**config.mk**
```make
export PLATFORM = sky130hd
export DESIGN_NAME = cmp_trim_sweep_ctrl_flat
export DESIGN_NICKNAME = d
export VERILOG_FILES = /design/src/rtl/cmp_cal_pkg.sv /design/src/rtl/cmp_trim_sweep_ctrl_if.sv /design/src/rtl/cmp_trim_map.sv /design/src/rtl/cmp_trim_sweep_ctrl.sv /design/src/flat_wrapper.sv
export SDC_FILE = /design/constraint.sdc
export NUM_CORES = 1
export LEC_CHECK = 0
export BUFFER_PORTS_ARGS = -buffer_cell sky130_fd_sc_hd__buf_4
export CORE_ASPECT_RATIO = 1.75
export CORE_MARGIN = 5
export CORE_UTILIZATION = 57
export CTS_CLUSTER_DIAMETER = 150
export DETAILED_ROUTE_END_ITERATION = 7
export PLACE_DENSITY = 0.81
export SKIP_CTS_REPAIR_TIMING = 1
export SLEW_MARGIN = 20
export SYNTH_ARGS = -nofsm -noshare
export SYNTH_HDL_FRONTEND = slang
export SYNTH_HIERARCHICAL = 1
export SYNTH_SLANG_ARGS = --single-unit
```
**constraint.sdc**
```tcl
create_clock -name clk -period 3.3 [get_ports clk]
set_clock_uncertainty 0.1 [all_clocks]
set_input_delay 0.33 -clock clk [delete_from_list [all_inputs] [get_ports clk]]
set_output_delay 0.33 -clock clk [all_outputs]
set_load 0.02 [all_outputs]
```
**src/rtl/cmp_cal_pkg.sv**
```systemverilog
// Shared types and constants for the comparator trim calibration slice.
package cmp_cal_pkg;

    typedef enum logic [2:0] {
        ST_IDLE,
        ST_APPLY,
        ST_SETTLE,
        ST_MEAS,
        ST_WAIT,
        ST_EVAL,
        ST_FINAL
    } cal_state_t;

    localparam int TRIM_W = 4;

    // Signed trim: one sign bit on top of the TRIM_W-bit magnitude.
    typedef logic signed [TRIM_W:0] trim_t;

    function automatic longint unsigned mid_code(input int bits);
        return 64'd1 << (bits - 1);
    endfunction

endpackage

```
**src/rtl/cmp_trim_sweep_ctrl_if.sv**
```systemverilog
// Handshake between the trim sweep controller and the SAR offset-measurement engine.
interface cmp_trim_sweep_ctrl_if #(
    parameter int BITS = 16
) ();

    logic            meas_start;
    logic            meas_done;
    logic [BITS-1:0] meas_code;

    modport master (
        output meas_start,
        input  meas_done,
        input  meas_code
    );

    modport slave (
        input  meas_start,
        output meas_done,
        output meas_code
    );

endinterface

```
**src/rtl/cmp_trim_map.sv**
```systemverilog
// Signed trim code to b_left/b_right magnitude mapper (one comparator).
module cmp_trim_map
    import cmp_cal_pkg::*;
(
    input  trim_t             trim,
    output logic [TRIM_W-1:0] b_left,
    output logic [TRIM_W-1:0] b_right
);

    // Positive trims drive the right leg, negative trims the left leg.
    always_comb begin
        b_left  = '0;
        b_right = '0;
        if (trim[TRIM_W]) begin
            b_left = TRIM_W'(-trim);
        end else if (trim != '0) begin
            b_right = TRIM_W'(trim);
        end
    end

endmodule

```
**src/rtl/cmp_trim_sweep_ctrl.sv**
```systemverilog
// Comparator trim sweep: measures every trim in -TRIM_MAX..+TRIM_MAX and applies the best.
// Optional WAIT watchdog enabled by defining MEAS_TIMEOUT_EN.
module cmp_trim_sweep_ctrl
    import cmp_cal_pkg::*;
#(
    parameter int BITS        = 16,
    parameter int TRIM_MAX    = 15,
    parameter int SETTLE_CYC  = 2,
    parameter int TIMEOUT_CYC = 4096
) (
    input  logic                  clk,
    input  logic                  rst_n,
    input  logic                  start,
    cmp_trim_sweep_ctrl_if.master sar,
    output logic [TRIM_W-1:0]     b_left,
    output logic [TRIM_W-1:0]     b_right,
    output logic                  busy,
    output logic                  done,
    output trim_t                 best_trim,
    output logic [BITS-1:0]       best_err,
    output logic                  timeout_err
);

    localparam logic [BITS-1:0] MID         = BITS'(mid_code(BITS));
    localparam trim_t           TRIM_HI     = trim_t'(TRIM_MAX);
    localparam trim_t           TRIM_LO     = trim_t'(-TRIM_MAX);
    localparam logic [7:0]      SETTLE_LOAD = 8'(SETTLE_CYC - 1);

    // An out-of-range configuration never leaves IDLE rather than sweeping garbage codes.
    localparam bit CFG_OK = (BITS >= 2) && (TRIM_MAX >= 1) && (TRIM_MAX <= 15) &&
                            (SETTLE_CYC >= 1) && (SETTLE_CYC <= 255) && (TIMEOUT_CYC >= 1);

    cal_state_t             state;
    cal_state_t             next_state;
    trim_t                  trim;
    logic [7:0]             settle_cnt;
    logic [BITS-1:0]        err_q;
    logic [BITS-1:0]        meas_err;
    logic signed [BITS:0]   diff;
    logic                   accept;
    logic                   abort;

    assign accept = (state == ST_IDLE) && start && CFG_OK;

    always_comb begin
        diff     = $signed({1'b0, sar.meas_code}) - $signed({1'b0, MID});
        meas_err = diff[BITS] ? BITS'(-diff) : BITS'(diff);
    end

`ifdef MEAS_TIMEOUT_EN
    localparam int WAIT_W = $clog2(TIMEOUT_CYC + 1);

    logic [WAIT_W-1:0] wait_cnt;
    logic              timeout_q;

    assign abort = (state == ST_WAIT) && !sar.meas_done &&
                   (wait_cnt == WAIT_W'(TIMEOUT_CYC - 1));

    // Counts WAIT cycles of the current measurement; sticky error cleared by the next sweep.
    always_ff @(posedge clk or negedge rst_n) begin
        if (!rst_n) begin
            wait_cnt  <= '0;
            timeout_q <= 1'b0;
        end else begin
            if (state == ST_MEAS) begin
                wait_cnt <= '0;
            end else if (state == ST_WAIT) begin
                wait_cnt <= wait_cnt + 1'b1;
            end
            if (accept) begin
                timeout_q <= 1'b0;
            end else if (abort) begin
                timeout_q <= 1'b1;
            end
        end
    end

    assign timeout_err = timeout_q;
`else
    assign abort       = 1'b0;
    assign timeout_err = 1'b0;
`endif

    always_ff @(posedge clk or negedge rst_n) begin
        if (!rst_n) begin
            state <= ST_IDLE;
        end else begin
            state <= next_state;
        end
    end

    always_comb begin
        next_state = state;
        case (state)
            ST_IDLE:   if (accept) next_state = ST_APPLY;
            ST_APPLY:  next_state = ST_SETTLE;
            ST_SETTLE: if (settle_cnt == 8'd0) next_state = ST_MEAS;
            ST_MEAS:   next_state = ST_WAIT;
            ST_WAIT: begin
                if (sar.meas_done) begin
                    next_state = ST_EVAL;
                end else if (abort) begin
                    next_state = ST_FINAL;
                end
            end
            ST_EVAL:   next_state = (trim == TRIM_HI) ? ST_FINAL : ST_APPLY;
            ST_FINAL:  next_state = ST_IDLE;
            default:   next_state = ST_IDLE;
        endcase
    end

    always_comb begin
        sar.meas_start = (state == ST_MEAS);
        done           = (state == ST_FINAL);
        busy           = (state == ST_APPLY) || (state == ST_SETTLE) || (state == ST_MEAS) ||
                         (state == ST_WAIT)  || (state == ST_EVAL);
    end

    // Strict less-than keeps the earlier (more negative) trim on ties.
    always_ff @(posedge clk or negedge rst_n) begin
        if (!rst_n) begin
            trim       <= '0;
            settle_cnt <= '0;
            err_q      <= '0;
            best_err   <= '1;
            best_trim  <= '0;
        end else begin
            case (state)
                ST_IDLE: begin
                    if (accept) begin
                        trim      <= TRIM_LO;
                        best_err  <= '1;
                        best_trim <= '0;
                    end
                end
                ST_APPLY: settle_cnt <= SETTLE_LOAD;
                ST_SETTLE: begin
                    if (settle_cnt != 8'd0) settle_cnt <= settle_cnt - 8'd1;
                end
                ST_WAIT: begin
                    if (sar.meas_done) begin
                        err_q <= meas_err;
                    end else if (abort) begin
                        trim      <= '0;
                        best_trim <= '0;
                        best_err  <= '1;
                    end
                end
                ST_EVAL: begin
                    if (err_q < best_err) begin
                        best_err  <= err_q;
                        best_trim <= trim;
                    end
                    if (trim != TRIM_HI) trim <= trim + trim_t'(1);
                end
                ST_FINAL: trim <= best_trim;
                default: ;
            endcase
        end
    end

    cmp_trim_map u_map (
        .trim    (trim),
        .b_left  (b_left),
        .b_right (b_right)
    );

endmodule

```
**src/flat_wrapper.sv**
```systemverilog
// flat-port wrapper written by rule: the top's interface ports become plain ports
module cmp_trim_sweep_ctrl_flat import cmp_cal_pkg::*;
#(
    parameter int BITS        = 16,
    parameter int TRIM_MAX    = 15,
    parameter int SETTLE_CYC  = 2,
    parameter int TIMEOUT_CYC = 4096
)
  (clk, rst_n, start, b_left, b_right, busy, done, best_trim, best_err, timeout_err, sar_meas_start, sar_meas_done, sar_meas_code);
  cmp_trim_sweep_ctrl_if #(.BITS(BITS)) sar_i ();
  input  logic clk;
  input  logic rst_n;
  input  logic start;
  output logic [TRIM_W-1:0] b_left;
  output logic [TRIM_W-1:0] b_right;
  output logic busy;
  output logic done;
  output trim_t best_trim;
  output logic [BITS-1:0] best_err;
  output logic timeout_err;
  output wire logic [$bits(sar_i.meas_start)-1:0] sar_meas_start;
  input wire logic [$bits(sar_i.meas_done)-1:0] sar_meas_done;
  input wire logic [$bits(sar_i.meas_code)-1:0] sar_meas_code;
  assign sar_meas_start = sar_i.meas_start;
  assign sar_i.meas_done = sar_meas_done;
  assign sar_i.meas_code = sar_meas_code;
  cmp_trim_sweep_ctrl #(.BITS(BITS), .TRIM_MAX(TRIM_MAX), .SETTLE_CYC(SETTLE_CYC), .TIMEOUT_CYC(TIMEOUT_CYC)) u_core (.clk(clk), .rst_n(rst_n), .start(start), .sar(sar_i), .b_left(b_left), .b_right(b_right), .busy(busy), .done(done), .best_trim(best_trim), .best_err(best_err), .timeout_err(timeout_err));
endmodule
```
==> Word level (Yosys, flattened, before mapping) <==
Cells that the tools add are included.
{ "classes": {"addsub": 5, "order_cmp": 1, "n_eq_ne": 14, "mux": 20, "reduce_logical": 17} }
{ "op_table": {"columns": ["cell", "count"], "rows": [
  ["$mux W16", 3],
  ["$pmux W16 S2", 1],
  ["$mux W5", 4],
  ["$pmux W3 S6", 1],
  ["$sub A16 B16 Y17 const B", 1],
  ["$lt A16 B16 Y1", 1],
  ["$neg A16 Y16", 1],
  ["$pmux W8 S2", 1],
  ["$pmux W5 S3", 1],
  ["$mux W3", 4],
  ["$mux W4", 3],
  ["$pmux W5 S2", 1],
  ["$eq A3 B3 Y1 const B", 3],
  ["$reduce_and A3 Y1", 3],
  ["$logic_not A8 Y1", 1],
  ["$mux W8", 1],
  ["$ne A2 B2 Y1 const B", 4],
  ["$reduce_bool A8 Y1", 1],
  ["$sub A8 B1 Y8 const B", 1],
  ["$eq A3 B2 Y1 const B", 2],
  ["$add A5 B2 Y5 const B", 1],
  ["$eq A5 B5 Y1 const B", 1],
  ["$ne A5 B5 Y1 const B", 1],
  ["$reduce_bool A5 Y1", 1],
  ["other kinds (9)", 15]
]} }
{ "word_totals": {"reg_bits": 53, "input_bits": 20, "output_inout_bits": 33, "word_cells": 63} }

==> Longest topological paths before layout <==
{ "logic_depth": {"word_depth": 5, "ltp_mapped": 8, "ltp_nobuf": 7} }

==> Hierarchy <==
Netlist, hierarchy kept.
{ "by_module_without_submodules": {"columns": ["module", "instances", "cells_each", "area_each_um2"], "rows": [
  ["cmp_trim_sweep_ctrl", 1, 321, 3111.7],
  ["cmp_trim_map", 1, 15, 97.6]
]} }

==> Worst setup path after synthesis <==
No wires, ideal clock.
{ "synth_timing": {"path_kind": "reg-to-reg", "startpoint": "register u_core.best_err[15]", "endpoint": "register u_core.best_err[10]", "arrival_time_ns": 2.303, "t_required_ns": 3.116, "setup_slack_ns": 0.813, "path_stages_with_launch": 9, "path_buffers": 1, "period_less_slack_ns": 2.487, "cell_sequence": "dfstp_2 inv_1 ha_1 nand4_1 nor3_1 or3_1 a2111o_1 buf_6 o32a_2"} }
{ "synth_via": {"elab_chain_len": 3} }
{ "synth_rtl": {"columns": ["element", "line", "rtl"], "rows": [
  ["from (decl)", "cmp_trim_sweep_ctrl.sv:20", "output logic [BITS-1:0] best_err,"],
  ["from (signal assigned)", "cmp_trim_sweep_ctrl.sv:151", "best_err <= err_q;"],
  ["$lt A16 B16 Y1", "cmp_trim_sweep_ctrl.sv:150", "if (err_q < best_err) begin"],
  ["$ne A2 B2 Y1 (no source line)", null, null],
  ["$reduce_and A3 Y1 (no source line)", null, null]
]} }
Every way passes these cells.
A chain may end at the register's enable or synchronous reset.

==> Worst setup path after layout <==
{ "layout_timing": {"startpoint": "register u_core.best_err[9]", "endpoint": "register u_core.best_trim[3]"} }
{ "layout_via": {"elab_chain_len": 3} }
{ "layout_rtl": {"columns": ["element", "line", "rtl"], "rows": [
  ["$lt A16 B16 Y1", "cmp_trim_sweep_ctrl.sv:150", null],
  ["$ne A2 B2 Y1 (no source line)", null, null],
  ["$reduce_and A3 Y1 (no source line)", null, null],
  ["to (signal assigned)", "cmp_trim_sweep_ctrl.sv:152", "best_trim <= trim;"],
  ["to (decl)", "cmp_trim_sweep_ctrl.sv:19", "output trim_t best_trim,"]
]} }
Every way passes these cells.

==> run summary <==
Counting flops and latches in the post-synthesis netlist gives 53. Summed over all layers, the global routing overflow is 0. The run gives 0 as the initial antenna violation count. In this run the remaining antenna-violating nets after routing total 0. Dividing the detail-routed via count by the number of cells gives 5.90. The share of post-route cells with drive strength above 1 came out at 0.251.

In the final layout, the multi-input gates occupy 1650 um^2. The floorplan has 36 rows. For this block, the initial DRC count from the detailed router was 198. Setup total negative slack on the finished layout was measured at 0 ps. The initial standard-cell utilization of the core was 0.579.

The global placer's final weighted congestion is 0.858, and the biggest cell delay along the critical path is 560 ps. The wire length reported by the detailed router was 7.18 mm. The top cell types in the final layout, fill and taps aside, are 54 x sky130_fd_sc_hd__buf_4, 41 x sky130_fd_sc_hd__nor2_1, 37 x sky130_fd_sc_hd__dfrtp_1. The data required time at the worst endpoint is 3370 ps. The most common cell after layout, fill and taps aside is sky130_fd_sc_hd__buf_4.

The clock network fraction of total power was 0.157; the combined global-route utilization of all metal layers was 0.209. Setup violations remaining at the end of the flow were counted as 0. The global-route track usage on met1 is 0.223. The tools report the critical path capture point type as a flip-flop. Clock-pin slew on the worst setup and hold paths: 100 ps. The clock passes through at most 2 buffers.

The post-synthesis sequential area ratio is 0.419. The run gives 336 as the number of instances in the synthesized netlist. The via count of the first global-routing pass came out at 2655. The portion of total power attributed to sequential cells was 0.370; the total count of hold-check failures in the final report was 0. The tightest hold path in the finished design has a slack of 203 ps. Based on the critical path, the design can be clocked at up to 0.363 GHz. The count of buffers inserted at the top-level ports came out at 51.

Subtracting the final worst setup slack from the clock period gives 2760 ps. In this run the power density over the cells is 865 nW/um^2. The first global-routing pass estimated 11.8 mm of wire. The share of the cycle needed by the critical path after routing is 0.836, and the net count of the mapped netlist is 377. After detailed routing, the average wire length per cell comes to 15.6 um. The share of total power consumed by net switching is 0.416, and the number of nets in the layout is 423.

The run finished with clean final reports. Entering global routing, the biggest net connects 54 pins. The largest individual stage delay along the critical path comes from the cell sky130_fd_sc_hd__dfstp_2. The launching instance or port of the critical path is u_core/best_err[9]. Internal power comes to 1.90 mW.

The total die area came out at 7290 um^2. Measured along the y axis, the die boundary spans 109 um. The tree is rooted in a sky130_fd_sc_hd__clkbuf_8. The finished layout holds 459 standard cells, fillers aside.

The H-tree depth was 2. The class of the most critical hold timing path was input pin to flip-flop. Averaged over all synthesized cells, the footprint is 9.55 um^2. The mapped netlist covers 3210 um^2. In this run the static leakage power is 1.75 nW. The startpoint type of the worst setup path was a flip-flop. After floorplanning, the core was sized to cover 5540 um^2. In this run the most critical hold path is launched from sar_meas_code[0].

Met2 usage in global routing: 0.384. The met3 layer usage reported by global route is 0.0505, and the worst slew margin relative to its limit is 0.453. Clock tree synthesis inserted a total of 5 buffers. In this run the count of I/O pins placed on the die edge is 53.

The final HPWL from detailed placement is 5.44 mm. The async set-reset flop share out of synthesis works out to 1.00. The number of enable flip-flop cells after synthesis is 0. The most used flip-flop cell after synthesis is sky130_fd_sc_hd__dfrtp_1. Summing all flip-flop and latch instances after layout gives 1350 um^2. The worst-case IR drop observed on VDD is 0.463 mV. Startpoint of the lowest-slack register-to-register path: u_core/best_err[9]. Traced cell by cell, the critical path runs through inv_1 > ha_1 > a21oi_1 > nor3_1 > or3_1 > a2111oi_4 > buf_4 > o22ai_1.

For this block, the via count after detailed routing is 2706. Fill cells in the final layout number 473. The number of antenna diodes in the final layout is 0. The class of the most critical setup path is flip-flop to flip-flop. The source-to-sink clock delay at the later pin of the worst-skew pair is 310 ps. The highest fanout seen on the critical path is 15, and the die outline width is 66.7 um.

The transition at the pin with the smallest max-transition slack was 813 ps; the iteration count of the initial detailed-routing pass was 4. For the worst setup path, the data arrival time is 2820 ps. For the count of final max-slew check failures, the log shows 0. Setup repair after global routing left no endpoint under its margin. The logs give 53 for the clock sink count and 450 for the instance count after placement with tap cells included. The area growth from synthesis to final layout is 17.2%. TritonCTS built the clock tree. The run gives 57 as the number of distinct library cell variants in the gate-level netlist after synthesis. During synthesis, Yosys emitted a total of 6 warnings. The number of max-capacitance violations reported is 0.

Layer with the highest usage after global routing: met2. In the routed design, unresolved DRC markers number 0. Net switching power: 1.35 mW. For the combinational fraction of design power, the log shows 0.473.
-- Yosys cell counts, drive strengths merged, types with 2 or more instances --
master,n,share of area
a2111oi,3,0.016
a211oi,5,0.012
a21o,2,0.0047
a21oi,28,0.044
a22o,2,0.0055
a31oi,5,0.0097
a32o,3,0.0094
and2,3,0.0062
and3,3,0.0058
buf,10,0.021
clkbuf,6,0.0070
dfrtp,37,0.29
dfstp,16,0.13
ha,21,0.082
inv,33,0.039
mux2i,2,0.0062
nand2,13,0.015
nand2b,2,0.0039
nand3,4,0.0062
nand4,3,0.0058
nor2,41,0.048
nor2b,2,0.0039
nor3,11,0.017
nor4,2,0.0058
nor4b,2,0.010
o21a,2,0.0047
o21ai,13,0.020
o22ai,8,0.016
o32a,16,0.054
or3,2,0.0039
or4,3,0.0082
xnor2,19,0.052
-- final timing paths --
kind,endpoint,slack [ps],depth (start not counted)
min in group asynchronous,u_core/settle_cnt[7],480,2
setup / recovery,u_core/best_trim[3],540,8
setup reg to reg,u_core/best_trim[3],540,8
max in group asynchronous,u_core/trim[2],2170,2
hold reg to reg,u_core/settle_cnt[0],390,1
hold / removal,u_core/err_q[0],200,2
-- layer usage --
| layer | vias to the layer above | part of all wire |
|---|---|---|
| met2 | 68 | 0.56 |
| met5 | - | 0 |
| li1 | 1308 | - |
| met4 | 0 | 0.019 |
| met1 | 1318 | 0.37 |
| met3 | 12 | 0.052 |
-- logic make-up (layout without fill, tap and decap cells) --
logic type,count (synthesis),count (layout),synth area share
xor+xnor,20,20,0.0546
flops,53,53,0.419
simple gates,93,93,0.146
mux,3,3,0.00975
other cells,1,1,0.00117
buf+inv,49,96,0.0671
compound gates,96,96,0.220
fa+ha+maj,21,21,0.0819
-- cell type report --
class,count,area share
multi-input combinational,234,0.438
sequential,53,0.358
timing repair buffer,55,0.110
inverter,33,0.0329
tap,76,0.0253
clock buffer,5,0.0183
clock inverter,3,0.0173
-- metrics by stage --
| stage | instance area, um^2 | setup slack, ps | power (mW) | util |
|---|---|---|---|---|
| final | 3760 | 543 | 3.25 | 0.679 |
| after global routing | 3760 | 457 | 3.50 | 0.679 |
| after CTS | 3750 | 558 | 3.28 | 0.677 |
| after detailed placement | 3620 | 560 | 2.75 | 0.653 |
| after global placement | 3620 | 632 | 2.68 | 0.653 |
| after floorplan | 3210 | 813 | 2.25 | - |
-- worst max-delay path, delay by kind of cell, from the launching register on --
family	cells	cell delay, ps
buffers and inverters	2	360
adders and majority gates	1	310
and+or+nand+nor	2	470
AOI/OAI and AO/OA	3	810
DFF	1	560
-- power groups by stage --
stage,sequential [mW],combinational [mW],clock [mW]
finish,1.20,1.54,0.512
global route,1.24,1.70,0.552
CTS,1.20,1.55,0.524
detailed placement,1.22,1.53,0
global placement,1.20,1.48,0
floorplan,1.16,1.09,0
-- sequential cells by signal, summed over array words and instances, names as in the netlist --
name and count:
u_core/trim 5, u_core/best_err 16, u_core/err_q 16, u_core/settle_cnt 8
u_core/best_trim 5, u_core/state 3
Note: power is estimated with default switching activity, not from simulation.
